===== config.mk =====
export PLATFORM = sky130hd
export DESIGN_NAME = cmp_sequencer
export DESIGN_NICKNAME = d
export VERILOG_FILES = /design/src/rtl/cmp_sequencer.sv
export SDC_FILE = /design/constraint.sdc
export NUM_CORES = 1
export LEC_CHECK = 0
export ABC_AREA = 1
export ABC_CLOCK_PERIOD_IN_PS = 3010
export CAP_MARGIN = 25
export CORE_ASPECT_RATIO = 2
export CORE_MARGIN = 5
export CORE_UTILIZATION = 43
export DETAILED_ROUTE_END_ITERATION = 10
export PLACE_DENSITY = 0.89
export SYNTH_ARGS = -nofsm -noshare
export SYNTH_HDL_FRONTEND = slang
export SYNTH_SLANG_ARGS = --single-unit

===== constraint.sdc =====
create_clock -name clk -period 3.01 [get_ports clk]
set_clock_uncertainty 0.05 [all_clocks]
set_input_delay 0.301 -clock clk [delete_from_list [all_inputs] [get_ports clk]]
set_output_delay 0.301 -clock clk [all_outputs]
set_load 0.02 [all_outputs]

===== src/rtl/cmp_sequencer.sv =====
// Initiator for the registered compare unit: accepts one command at a time, issues a
// single compare request, checks the returned code and holds a decoded response until taken.
module cmp_sequencer #(
    parameter int width   = 16,
    parameter int TIMEOUT = 4
) (
    input  logic             clk,
    input  logic             reset,
    input  logic             cmd_valid,
    output logic             cmd_ready,
    input  logic [width-1:0] cmd_a,
    input  logic [width-1:0] cmd_b,
    input  logic [1:0]       cmd_op,
    output logic [width-1:0] A,
    output logic [width-1:0] B,
    output logic [1:0]       ALU_FUN,
    output logic             cmp_enable,
    input  logic [1:0]       cmp_out,
    input  logic             cmp_flag,
    output logic             rsp_valid,
    input  logic             rsp_ready,
    output logic [1:0]       rsp_code,
    output logic             rsp_true,
    output logic             rsp_err,
    output logic             busy
);

    localparam int CW = (TIMEOUT > 1) ? $clog2(TIMEOUT) : 1;

    typedef enum logic [1:0] {IDLE, ISSUE, WAIT, RESP} state_t;

    state_t            state, next_state;
    logic [CW-1:0]     cnt, next_cnt;
    logic [width-1:0]  next_a, next_b;
    logic [1:0]        next_fun, next_code;
    logic              next_true, next_err;

    // Next-state and next-output decode; every output is registered from these values.
    always_comb begin
        next_state = state;
        next_cnt   = cnt;
        next_a     = A;
        next_b     = B;
        next_fun   = ALU_FUN;
        next_code  = rsp_code;
        next_true  = rsp_true;
        next_err   = rsp_err;
        unique case (state)
            IDLE: begin
                if (cmd_valid && cmd_ready) begin
                    if (cmd_op == 2'b00) begin
                        next_state = RESP;
                        next_code  = 2'b00;
                        next_true  = 1'b0;
                        next_err   = 1'b1;
                    end else begin
                        next_state = ISSUE;
                        next_a     = cmd_a;
                        next_b     = cmd_b;
                        next_fun   = cmd_op;
                    end
                end
            end
            ISSUE: begin
                next_state = WAIT;
                next_cnt   = '0;
            end
            WAIT: begin
                // The expected result code equals the op encoding (01, 10, 11).
                if (cmp_flag) begin
                    next_state = RESP;
                    next_code  = cmp_out;
                    next_true  = (cmp_out == ALU_FUN);
                    next_err   = (cmp_out != 2'b00) && (cmp_out != ALU_FUN);
                end else if (cnt == CW'(TIMEOUT - 1)) begin
                    next_state = RESP;
                    next_code  = 2'b00;
                    next_true  = 1'b0;
                    next_err   = 1'b1;
                end else begin
                    next_cnt = cnt + 1'b1;
                end
            end
            RESP: begin
                if (rsp_valid && rsp_ready) begin
                    next_state = IDLE;
                end
            end
            default: next_state = IDLE;
        endcase
    end

    // State and output registers; handshake outputs follow directly from the next state.
    always_ff @(posedge clk) begin
        if (!reset) begin
            state      <= IDLE;
            cnt        <= '0;
            cmd_ready  <= 1'b0;
            cmp_enable <= 1'b0;
            rsp_valid  <= 1'b0;
            busy       <= 1'b0;
            A          <= '0;
            B          <= '0;
            ALU_FUN    <= 2'b00;
            rsp_code   <= 2'b00;
            rsp_true   <= 1'b0;
            rsp_err    <= 1'b0;
        end else begin
            state      <= next_state;
            cnt        <= next_cnt;
            cmd_ready  <= (next_state == IDLE);
            cmp_enable <= (next_state == ISSUE);
            rsp_valid  <= (next_state == RESP);
            busy       <= (next_state != IDLE);
            A          <= next_a;
            B          <= next_b;
            ALU_FUN    <= next_fun;
            rsp_code   <= next_code;
            rsp_true   <= next_true;
            rsp_err    <= next_err;
        end
    end

endmodule


==> metrics.csv <==
stage;metric;value;unit
floorplan;starting density of the core;44.5;%
critical_path;critical path cell sequence;clkdlybuf4s50_1;
synth;Post-synth EDFFs;0;
detailed_routing;Initial DRC Count;29;
detailed_routing;first-pass detailed-route iteration total;4;
clocking;CTS Buffer Depth;2;
finish;commonest cells after routing, fill and taps aside;clkdlybuf4s50_1 (82), nor2_1 (73), dfxtp_1 (46);
detailed_routing;# DRC;0;
critical_path;Reg-to-Reg End;ALU_FUN[1];
floorplan;Row Count;32;
power_and_ir_drop;Power Internal;0.00122;W
place;number of I/O port buffers;82;
detailed_routing;vias;1689;
sta;endpoints failing setup;0;
floorplan;core area;3840;sq um
worst_hold_path;hold depth;2;
synth;Distinct cells, synth;20;
power_and_ir_drop;switching power;0.000639;W
critical_path;kind of critical path;reg2out;
critical_path;CP arrival;1.29;ns
finish;commonest non-fill, non-tap cell in the layout;clkdlybuf4s50_1;
floorplan;DIE AREA;5420;sq um
run;total of max-cap violations;0;
finish;final instance count without filler cells;359;
clocking;CTS Root Cell;clkbuf_8;
global_route;GRT Residual Overflow;0;
finish;Filler Cells Inserted;325;
critical_path;Reg2Reg Depth;6;
power_and_ir_drop;Clk pwr share;20.3;%
sta;Min Hold Slack;0.417;ns
global_route;first-pass GRT wire length;7480;um
finish;Area growth syn-to-layout;54.0;%
finish;Antenna diodes;0;
global_route;initial antenna violation count;0;
synth;Synth Instances;226;
finish;layout cells sized above 1;4.22;%
clocking;CTS buffer count;5;
synth;Post-Syn Nets;268;
sta;minimum clock period;1.64;ns
clocking;postcts setup bufs;0;
sta;worst slew pin tran;0.595;ns
sta;setup tns final;0;ns
sta;relative max-transition margin;60.2;%
clocking;CTS tree;built;
clocking;post-CTS sizing;0;
global_route;All-Layer GR Usage;18.5;%
critical_path;WP data required;2.66;ns
clocking;CTS Sinks;46;
power_and_ir_drop;Leakage;1.12;nW
place;routability cong.;0.746;
sta;final worst path period share;54.4;%
sta;RSZ-0062 raised after global routing;no;
detailed_routing;DR WL/cell;13.1;um
sta;max-slew violation count;0;
critical_path;critical path's slowest cell;clkdlybuf4s50_1;
clocking;# H-tree levels;2;
worst_hold_path;min-delay src;rsp_true;
power_and_ir_drop;switching share of total power;34.3;%
place;HPWL Detailed;3580;um
synth;Synth Register Bits;46;
critical_path;CP startpoint kind;flip-flop;
sta;Hold Vio Cnt, Final;0;
sta;fmax;0.610;GHz
power_and_ir_drop;Pwr Density;707;nW/um^2
synth;Post-synth top flop;dfxtp_1;
clocking;Skew-Pair Late Insertion Delay;0.29;ns
critical_path;Top delay family on crit path;buffers and inverters;
power_and_ir_drop;Worst VDD drop;537;uV
detailed_routing;Routed Antenna Nets;0;
power_and_ir_drop;Seq pwr share;42.8;%
worst_hold_path;Min-Delay Endpoint;rsp_true;
critical_path;launching point of the worst reg2reg path;state[0];
critical_path;max incr delay on CP;0.62;ns
detailed_routing;final WL;4690;um
clocking;Clock transition at path regs;0.08;ns
synth;sequential area share after synthesis;53.8;%
critical_path;crit path buf inv count;1;
synth;warnings from Yosys;0;
critical_path;r2r setup slk;1.58;ns
worst_hold_path;Worst Hold Class;reg2reg;
critical_path;Max Fanout on Critical Path;4;
synth;fraction of registers with async set/reset;0;%
floorplan;Ports;83;
status;run status;finished clean;
synth;Mapped Avg Cell Area;7.57;sq um
global_route;number of global-route vias before repair;1741;
finish;post-layout net count;349;
global_route;largest net degree at the start of global routing;36;
clocking;# hold bufs at CTS;0;
place;Inst Count DP;351;
power_and_ir_drop;Logic pwr share;37.0;%
power_and_ir_drop;Final Power;0.00186;W
floorplan;Die Wd;54.6;um
floorplan;Die Ht;99.2;um
detailed_routing;vias per cell;4.70;
critical_path;crit end category;output port;
synth;Post-Syn Area;1710;sq um
## through the flow
stage / setup slack, ns / instance area [sq um] / utilization, %
after floorplan: 1.74 / 1710 / -
after global placement: 1.15 / 2540 / 66.1
after detailed placement: 1.08 / 2540 / 66.1
after CTS: 1.36 / 2630 / 68.5
after global routing: 1.28 / 2630 / 68.5
final: 1.37 / 2630 / 68.5
## cell families after synthesis
kind of cell / Yosys count / synth area share, %
AO/OA/AOI/OAI: 41 / 12.0
adder cells (fa/ha/maj): 1 / 0.731
buffers and inverters: 26 / 7.46
flip-flops: 46 / 53.8
AND/OR/NAND/NOR: 112 / 26.0
## Yosys cell counts, types with 2 or more instances
cell type / number / area (sq um)
nor2_1: 73 / 274
inv_1: 14 / 52.6
nand3_1: 6 / 30.0
o21ai_0: 33 / 165
a21oi_1: 8 / 40.0
dfxtp_1: 46 / 921
buf_6: 3 / 33.8
nand2_1: 28 / 105
clkbuf_1: 2 / 7.51
buf_2: 3 / 15.0
## state kept, by name, indices dropped and copies added, names as in the netlist
register    flops
rsp_err         1
rsp_valid       1
cmd_ready       1
A              16
cmp_enable      1
B              16
busy            1
state           2
rsp_true        1
cnt             2
ALU_FUN         2
rsp_code        2
## power by group through the flow
stage	clock network, W	registers (W)	logic [W]
finish	0.000378	0.000796	0.000689
global route	0.000413	0.000811	0.000755
CTS	0.000388	0.000796	0.000699
detailed placement	0	0.000809	0.000696
global placement	0	0.000804	0.000683
floorplan	0	0.000939	0.000246
## tightest hold or removal path: cells and delay by family (launching register included)
family / cells / cell delay (ns)
and+or+nand+nor: 1 / 0.06
DFF: 1 / 0.31
AOI/OAI and AO/OA: 1 / 0.05
## final cells by class
cell class	count	area, sq um	area share, %
Clock inverter	1	5.00	0.190
Timing Repair Buffer	84	836	31.7
Inverter	16	60.1	2.28
Clock buffer	7	86.3	3.28
Multi-Input combinational cell	154	662	25.1
Tap cell	51	63.8	2.42
Sequential cell	46	921	35.0
## how the worst max path moves through the flow
stage,startpoint,end,slack [ns],cells after the start
global placement,cmd_op[1],ALU_FUN[1],1.15,6
detailed placement,reset,cmd_ready,1.08,3
finish,ALU_FUN[1],ALU_FUN[1],1.37,1
global route,reset,cmd_ready,1.28,3
CTS,ALU_FUN[1],ALU_FUN[1],1.36,1
floorplan,cmd_ready,A[0],1.74,8
## routing by layer
layer	wire [um]	part of all wire [%]	GRT usage (%)
met5	0	0	0
met4	116	2.5	7.10
met3	272	5.8	4.65
met2	2640	56	34.1
met1	1670	36	18.4
Note: power is estimated with default switching activity, not from simulation.
